### config.mk
export PLATFORM = sky130hd
export DESIGN_NAME = fetch_stage
export DESIGN_NICKNAME = d
export VERILOG_FILES = /design/src/rtl/lc3b_pkg.sv /design/src/rtl/pc_unit.sv /design/src/rtl/fetch_stage.sv
export SDC_FILE = /design/constraint.sdc
export NUM_CORES = 1
export LEC_CHECK = 0
export CORE_MARGIN = 2
export CORE_UTILIZATION = 46
export CTS_CLUSTER_DIAMETER = 30
export CTS_CLUSTER_SIZE = 40
export DETAILED_ROUTE_END_ITERATION = 7
export PLACE_DENSITY = 0.85
export REMOVE_ABC_BUFFERS = 1
export SLEW_MARGIN = 30
export SYNTH_ARGS = -nofsm -noshare
export SYNTH_HDL_FRONTEND = slang
export SYNTH_SLANG_ARGS = --single-unit
### constraint.sdc
create_clock -name clk -period 4.7 [get_ports clk]
set_clock_uncertainty 0.1 [all_clocks]
set_input_delay 1.175 -clock clk [delete_from_list [all_inputs] [get_ports clk]]
set_output_delay 1.175 -clock clk [all_outputs]
set_load 0.01 [all_outputs]
### src/rtl/lc3b_pkg.sv
// rtl/lc3b_pkg.sv - shared LC-3b fetch encodings, reset PC and helpers
package lc3b_pkg;

   localparam logic [15:0] RESET_PC_DEFAULT = 16'h0000;

   localparam logic [1:0] PCMUX_SEQ    = 2'd0;
   localparam logic [1:0] PCMUX_TARGET = 2'd1;
   localparam logic [1:0] PCMUX_TRAP   = 2'd2;

   typedef enum logic [1:0] {
      FE_RUN    = 2'd0,
      FE_MISS   = 2'd1,
      FE_BRWAIT = 2'd2
   } fe_state_e;

   function automatic logic [31:0] sat_inc(input logic [31:0] value, input logic en);
      return (en && (value != 32'hFFFF_FFFF)) ? value + 32'd1 : value;
   endfunction

endpackage

### src/rtl/pc_unit.sv
// rtl/pc_unit.sv - LC-3b program counter register, next-PC mux and +2 adder
module pc_unit
   import lc3b_pkg::*;
#(
   parameter logic [15:0] RESET_PC = RESET_PC_DEFAULT
) (
   input  logic        clk,
   input  logic        reset,
   input  logic        redirect,
   input  logic        advance,
   input  logic [1:0]  pcmux,
   input  logic [15:0] target_pc,
   input  logic [15:0] trap_pc,
   output logic [15:0] pc,
   output logic [15:0] pc_plus2
);

   logic [15:0] pc_q, pc_d;

   always_comb begin
      pc_plus2 = pc_q + 16'd2;
      pc_d     = pc_q;
      // Redirect from MEM outranks sequential fetch; reserved select falls back to PC+2.
      if (redirect) begin
         case (pcmux)
            PCMUX_TARGET: pc_d = target_pc;
            PCMUX_TRAP:   pc_d = trap_pc;
            default:      pc_d = pc_plus2;
         endcase
      end else if (advance) begin
         pc_d = pc_plus2;
      end
   end

   always_ff @(posedge clk) begin
      if (reset) pc_q <= RESET_PC;
      else       pc_q <= pc_d;
   end

   assign pc = pc_q;

endmodule

### src/rtl/fetch_stage.sv
// rtl/fetch_stage.sv - LC-3b fetch stage: PC, icache request, DE latch; FETCH_PERF_CNT_EN adds perf counters
module fetch_stage
   import lc3b_pkg::*;
#(
   parameter logic [15:0] RESET_PC = RESET_PC_DEFAULT
) (
   input  logic        clk,
   input  logic        reset,
   output logic [15:0] icache_addr,
   output logic        icache_req,
   input  logic        icache_r,
   input  logic [15:0] icache_data,
   input  logic        dep_stall,
   input  logic        mem_stall,
   input  logic        v_de_br_stall,
   input  logic        v_agex_br_stall,
   input  logic        v_mem_br_stall,
   input  logic [1:0]  mem_pcmux,
   input  logic [15:0] target_pc,
   input  logic [15:0] trap_pc,
   output logic [15:0] de_npc,
   output logic [15:0] de_ir,
   output logic        de_v,
`ifdef FETCH_PERF_CNT_EN
   output logic [31:0] perf_fetched,
   output logic [31:0] perf_bubbles,
   output logic [31:0] perf_miss,
`endif
   output logic [1:0]  fe_state
);

   fe_state_e   state_q, state_d;
   logic        any_br, ld_de, redirect, brwait, fetch_ok;
   logic [15:0] pc, pc_plus2;
   logic [15:0] de_npc_q, de_npc_d, de_ir_q, de_ir_d;
   logic        de_v_q, de_v_d;

   always_comb begin
      any_br   = v_de_br_stall | v_agex_br_stall | v_mem_br_stall;
      ld_de    = ~dep_stall & ~mem_stall;
      redirect = v_mem_br_stall & ~mem_stall;
      brwait   = (state_q == FE_BRWAIT);
      fetch_ok = icache_r & ~any_br & ~brwait;

      de_npc_d = de_npc_q;
      de_ir_d  = de_ir_q;
      de_v_d   = de_v_q;
      if (ld_de) begin
         de_npc_d = pc_plus2;
         de_ir_d  = icache_data;
         de_v_d   = fetch_ok;
      end

      state_d = state_q;
      if (!mem_stall) begin
         case (state_q)
            FE_RUN:    if (any_br) state_d = FE_BRWAIT;
                       else if (!icache_r) state_d = FE_MISS;
            FE_MISS:   if (any_br) state_d = FE_BRWAIT;
                       else if (icache_r) state_d = FE_RUN;
            FE_BRWAIT: if (redirect) state_d = FE_RUN;
            default:   state_d = FE_RUN;
         endcase
      end
   end

   always_ff @(posedge clk) begin
      if (reset) begin
         state_q  <= FE_RUN;
         de_npc_q <= 16'h0000;
         de_ir_q  <= 16'h0000;
         de_v_q   <= 1'b0;
      end else begin
         state_q  <= state_d;
         de_npc_q <= de_npc_d;
         de_ir_q  <= de_ir_d;
         de_v_q   <= de_v_d;
      end
   end

   pc_unit #(.RESET_PC(RESET_PC)) u_pc (
      .clk       (clk),
      .reset     (reset),
      .redirect  (redirect),
      .advance   (fetch_ok & ld_de),
      .pcmux     (mem_pcmux),
      .target_pc (target_pc),
      .trap_pc   (trap_pc),
      .pc        (pc),
      .pc_plus2  (pc_plus2)
   );

   assign icache_addr = pc;
   assign icache_req  = ~brwait;
   assign de_npc      = de_npc_q;
   assign de_ir       = de_ir_q;
   assign de_v        = de_v_q;
   assign fe_state    = state_q;

`ifdef FETCH_PERF_CNT_EN
   logic [31:0] fetched_q, fetched_d, bubbles_q, bubbles_d, miss_q, miss_d;

   always_comb begin
      fetched_d = sat_inc(fetched_q, ld_de & fetch_ok);
      bubbles_d = sat_inc(bubbles_q, ld_de & ~fetch_ok);
      miss_d    = sat_inc(miss_q, (state_q == FE_RUN) && (state_d == FE_MISS));
   end

   always_ff @(posedge clk) begin
      if (reset) begin
         fetched_q <= 32'd0;
         bubbles_q <= 32'd0;
         miss_q    <= 32'd0;
      end else begin
         fetched_q <= fetched_d;
         bubbles_q <= bubbles_d;
         miss_q    <= miss_d;
      end
   end

   assign perf_fetched = fetched_q;
   assign perf_bubbles = bubbles_q;
   assign perf_miss    = miss_q;
`endif

endmodule

==> flow_metrics.tcl, run 1 <==
set metrics [dict create \
    internal-power_uw 657 \
    required_ps 4790 \
    clk_transition_reported_paths_ps 90 \
    maxCapViolCount 0 \
    swShare_pct 26.4 \
    hp-class "flip-flop to flip-flop" \
    ant_nets 0 \
    core_um2 5510 \
    switching_power_uw 236 \
    fmax_ghz 0.316 \
    drc_errors 0 \
    maxSlewViolCount 0 \
    yosysSeqAreaShare_pct 38.7 \
    cts.htree.levels 2 \
    final_area_um2 3770 \
    power_frac_seq_pct 52.0 \
    startpoint_type "primary input" \
    syn-cell-area_um2 2640 \
    clockRootBuffer "clkbuf_8" \
    peakVddDrop_mv 0.110 \
    clock-sinks 51 \
    synth_enable_flop_cells 0 \
    mostFrequentLayoutCell "clkdlybuf4s50_1" \
    outcome "finished clean" \
    async_reset_ff_share_pct 0 \
    crit_type "primary input to flip-flop" \
    antenna_found_initial 0 \
    clkPwrFrac_pct 27.5 \
    cts_made_buffers 5 \
    placed_cell_area_um2 3660 \
    powerDensity_nw_per_um2 237 \
    min_period_ps 3170 \
    track_usage_pct 23.8 \
    nets 470 \
    end_kind "flip-flop" \
    diodes 0 \
    arrival_ps 3250 \
    ctsHoldBuffers 0 \
    vias 2767 \
    cts_setup_buffers 0 \
    drive_above_1_share_pct 5.12 \
    cts_tree "built" \
    dieArea_um2 6350 \
    worstMarginPinSlew_ps 681 \
    boundaryPins 110 \
    drt-vias-per-instance 5.74 \
    start_util_pct 47.9 \
    slew_headroom_pct 54.6 \
    setup-violations-final 0 \
    dp_hpwl_um 5210 \
    grt-ovfl-total 0 \
    ys.warnings.count 0 \
    path_max_fanout 16 \
    yosysUniqueCellTypes 53 \
    ys_seq_elements 51 \
    die_y_um 79.7 \
    grt_first_pass_wirelength_um 12200 \
    drt-total-wl_um 7450 \
    io_buffers 109 \
    rsz0062_at_grt "no" \
    grt_start_max_net_pins 46 \
    postSynthAreaPerCell_um2 8.32 \
    hold_violations 0 \
    timing.final.crit_share_pct 67.4 \
    syn_inst 317 \
    place.gp.congestion 0.838 \
    cts_resized 0 \
    insertion_delay_ps 310 \
    drt-wirelength-per-cell_um 15.4 \
    fin_util_pct 68.5 \
    area_growth_pct 43.0 \
    rows 27 \
    setup_tns_ps 0 \
    grt_pass1_vias 2610 \
    p_leak_nw 1.27 \
    drt_iter0_markers 228 \
    die_w_um 79.7 \
    p_comb_share_pct 20.6 \
    ys.flop_type "dfxtp_1" \
    drt_pass1_iterations 4 \
    final_cell_mix "clkdlybuf4s50_1 (109), dfxtp_1 (51), nand2_1 (44)" \
    clk_path_buf_depth 2 \
]
==> power by group through the flow <==
stage / sequential (mW) / clock [mW] / combinational (mW)
after CTS: 0.464 / 0.249 / 0.181
after floorplan: 0.481 / 0 / 0.0574
after global placement: 0.473 / 0 / 0.177
after global routing: 0.467 / 0.271 / 0.199
final: 0.464 / 0.246 / 0.184
after detailed placement: 0.474 / 0 / 0.180
==> stage by stage <==
stage	hold slack, ps	std cells	setup slack, ps	power, mW
after CTS	356	481	1610	0.895
after floorplan	370	288	1690	0.539
after detailed placement	345	473	1280	0.654
after global routing	371	482	1460	0.937
after global placement	341	473	1330	0.650
final	360	482	1530	0.893
==> area by class of cell <==
| class | count | area, um2 |
|---|---|---|
| fill | 455 | 1740 |
| multi-input combinational | 232 | 1410 |
| timing repair buffer | 114 | 1150 |
| sequential | 51 | 1020 |
| tap | 72 | 90.1 |
| clock buffer | 7 | 76.3 |
| inverter | 5 | 18.8 |
| clock inverter | 1 | 5.00 |
==> state kept, by name (all words and copies together), names as in the netlist <==
signal and flops:
de_npc 16, de_ir 16, u_pc.pc 16, de_v 1
fe_state 2
==> final timing paths <==
check | startpoint | endpoint | slack, ps | cells after the start
max reg2reg | u_pc.pc[1] | u_pc.pc[7] | 2720 | 5
min reg2reg | de_v | de_v | 360 | 2
min | de_v | de_v | 360 | 2
max | mem_stall | u_pc.pc[2] | 1530 | 6
==> critical path: stages <==
cell and delay, ps:
clkdlybuf4s50_1 600, buf_4 300, or3b_1 640, a221o_1 350, o2111ai_1 100, a21oi_1 80
==> cell families after synthesis <==
| family | count (synthesis) | share of synthesized area [%] |
|---|---|---|
| and+or+nand+nor | 114 | 22.6 |
| AOI/OAI and AO/OA | 105 | 25.9 |
| buffers and inverters | 34 | 8.07 |
| adders and majority gates | 3 | 1.42 |
| DFF | 51 | 38.7 |
| xor gates and xnor gates | 10 | 3.32 |
==> Yosys cell counts (2+ instances only) <==
library cell | instances | area share, %
a22oi_1 | 9 | 2.6
o31ai_1 | 3 | 0.85
or3_1 | 2 | 0.47
and4_1 | 2 | 0.66
a31oi_1 | 3 | 0.71
xnor2_1 | 7 | 2.3
o32ai_1 | 2 | 0.66
a211oi_1 | 6 | 1.7
o311ai_0 | 2 | 0.66
o21a_1 | 2 | 0.57
buf_6 | 3 | 1.3
nor3_1 | 15 | 2.8
nand4_1 | 4 | 0.95
xor2_1 | 3 | 1.0
a221oi_1 | 3 | 1.0
o211ai_1 | 12 | 3.4
ha_1 | 3 | 1.4
buf_2 | 5 | 0.95
nor2_1 | 23 | 3.3
nor4_4 | 2 | 1.6
o21ai_0 | 14 | 2.7
nand2_1 | 44 | 6.3
dfxtp_1 | 51 | 39
clkbuf_1 | 14 | 2.0
clkbuf_8 | 4 | 2.1
nand3_1 | 9 | 1.7
o41ai_1 | 2 | 0.66
inv_1 | 4 | 0.57
a21oi_1 | 37 | 7.0
a22o_1 | 4 | 1.3
==> routing by layer <==
| metal | GRT usage, % | share of wire [%] | routed length [um] | up-vias |
|---|---|---|---|---|
| met5 | 0 | 0 | 0 | - |
| met4 | 8.97 | 1.8 | 136 | 0 |
| met3 | 4.41 | 7.7 | 572 | 15 |
| met2 | 38.5 | 48 | 3600 | 119 |
| met1 | 31.5 | 42 | 3130 | 1292 |
| li1 | - | - | - | 1341 |
(Power assumes the default switching activity.)
==> run 2: changes to the inputs <==
- CORE_UTILIZATION: 46 -> 43
- PLACE_DENSITY: 0.85 -> 0.81
- clock period: 4.7 -> 3.2 ns (I/O delays scaled with it)
==> run 2 against run 1 <==
Against the previous run: sequential share of layout area is 0.054 points lower; final cell count up 0.83%; setup slack worse by 840 ps; via count fell by 2.1%; first-iteration DRC count decreased by 14%; flip-flop and latch count unchanged; highest routed layer unchanged.
==> flow_metrics.tcl, run 2 (synthesis gave the netlist of run 1 again) <==
set metrics [dict create \
    outcome "finished clean" \
    clk_path_buf_depth 2 \
    arrival_ps 2600 \
    drt-vias-per-instance 5.57 \
    powerDensity_nw_per_um2 348 \
    start_util_pct 44.5 \
    clock-sinks 51 \
    die_w_um 82.3 \
    place.gp.congestion 0.793 \
    r2r-start "u_pc.pc[1]" \
    hp-class "flip-flop to flip-flop" \
    cp.buffers_inverters 3 \
    whs_endpoint "de_ir[6]" \
    required_ps 3290 \
    min_period_ps 2510 \
    worstMarginPinSlew_ps 669 \
    rsz0062_at_grt "no" \
    swShare_pct 26.6 \
    dieArea_um2 6770 \
    p_leak_nw 1.27 \
    ctsHoldBuffers 0 \
    path_delay_family "buffers and inverters" \
    grt_first_pass_wirelength_um 11800 \
    hold_violations 0 \
    r2r-end "u_pc.pc[15]" \
    drive_above_1_share_pct 5.60 \
    diodes 0 \
    maxSlewViolCount 0 \
    antenna_found_initial 0 \
    path_max_fanout 15 \
    timing.final.crit_share_pct 78.3 \
    end_kind "flip-flop" \
    boundaryPins 110 \
    cp_cell_sequence "clkdlybuf4s50_1 > inv_1 > ha_1 > or3b_1 > buf_4 > a211oi_1 > o32ai_1" \
    final_cell_mix "clkdlybuf4s50_1 (109), dfxtp_1 (51), nand2_1 (44)" \
    drc_errors 0 \
    area_growth_pct 43.3 \
    internal-power_uw 964 \
    critPathSlowestCell "clkdlybuf4s50_1" \
    startpoint_type "primary input" \
    power_frac_seq_pct 51.9 \
    slew_headroom_pct 55.4 \
    die_y_um 82.3 \
    switching_power_uw 350 \
    maxCapViolCount 0 \
    rr_worst_depth 5 \
    drt-wirelength-per-cell_um 15.4 \
    ant_nets 0 \
    rows 28 \
    grt-ovfl-total 0 \
    setup-violations-final 0 \
    max_stage_delay_ps 490 \
    clkPwrFrac_pct 27.6 \
    hold_path_depth 2 \
    vias 2708 \
    cts.htree.levels 2 \
    fin_util_pct 63.8 \
    drt_pass1_iterations 5 \
    fmax_ghz 0.399 \
    nets 471 \
    grt_pass1_vias 2480 \
    peakVddDrop_mv 0.209 \
    cts_resized 0 \
    track_usage_pct 22.4 \
    insertion_delay_ps 310 \
    cts_tree "built" \
    cts_made_buffers 5 \
    dp_hpwl_um 5410 \
    drt_iter0_markers 196 \
    grt_start_max_net_pins 40 \
    setup_tns_ps 0 \
    core_um2 5920 \
    cts_setup_buffers 0 \
    crit_type "primary input to flip-flop" \
    drt-total-wl_um 7470 \
    clk_transition_reported_paths_ps 90 \
    p_comb_share_pct 20.5 \
    io_buffers 109 \
    clockRootBuffer "clkbuf_8" \
    mostFrequentLayoutCell "clkdlybuf4s50_1" \
    min_from "de_ir[6]" \
    regToRegSetupSlack_ps 1210 \
]
-- run 2: cell count changes in the layout (fill, tap and decap cells not counted) --
cell | before | now
clkinvlp_4 | 0 | 1
buf_12 | 0 | 1
buf_16 | 1 | 0
buf_4 | 4 | 5
clkbuf_1 | 2 | 1
-- run 2: worst max path at each step --
stage | startpoint | to | slack [ps] | depth (start not counted)
6_report | mem_pcmux[0] | u_pc.pc[10] | 690 | 7
3_3_place_gp | mem_pcmux[0] | u_pc.pc[10] | 440 | 7
4_1_cts | mem_pcmux[0] | u_pc.pc[10] | 700 | 7
3_5_place_dp | mem_pcmux[0] | u_pc.pc[10] | 380 | 7
2_1_floorplan | mem_stall | de_v | 560 | 3
5_1_grt | mem_pcmux[0] | u_pc.pc[11] | 550 | 8
-- run 2: final cells by class --
type                            instances  area [um2]
Fill cell                             509        2140
Clock buffer                            6        72.6
Tap cell                               75        93.8
Inverter                                5        18.8
Multi-Input combinational cell        232        1410
Timing Repair Buffer                  115        1150
Sequential cell                        51        1020
Clock inverter                          2        12.5
-- run 2: worst reg2reg max path, cell delays in order (launching register included) --
cell and delay (ps):
dfxtp_1 480, ha_1 320, nand3_2 260, nor4_2 400
xnor2_1 200, o211ai_1 110
-- run 2: power by group through the flow --
stage | combinational (mW) | clock, mW | sequential (mW)
floorplan | 0.0843 | 0 | 0.707
global placement | 0.264 | 0 | 0.696
detailed placement | 0.268 | 0 | 0.697
CTS | 0.270 | 0.371 | 0.682
global route | 0.293 | 0.399 | 0.686
finish | 0.269 | 0.362 | 0.682
-- run 2: through the flow --
stage / power, mW / instance area (um2) / cells / setup slack [ps] / hold slack (ps)
after detailed placement: 0.965 / 3690 / 478 / 382 / 348
after floorplan: 0.791 / 2440 / 288 / 561 / 370
after global routing: 1.38 / 3780 / 486 / 552 / 381
final: 1.31 / 3780 / 486 / 693 / 357
after global placement: 0.960 / 3690 / 478 / 437 / 340
after CTS: 1.32 / 3780 / 486 / 700 / 360
-- run 2: layer usage --
| layer | wire (um) | GRT usage (%) | part of all wire, % |
|---|---|---|---|
| met4 | 100 | 6.67 | 1.3 |
| met3 | 539 | 4.67 | 7.2 |
| met1 | 3270 | 29.7 | 44 |
| met5 | 0 | 0 | 0 |
| met2 | 3550 | 36.5 | 48 |
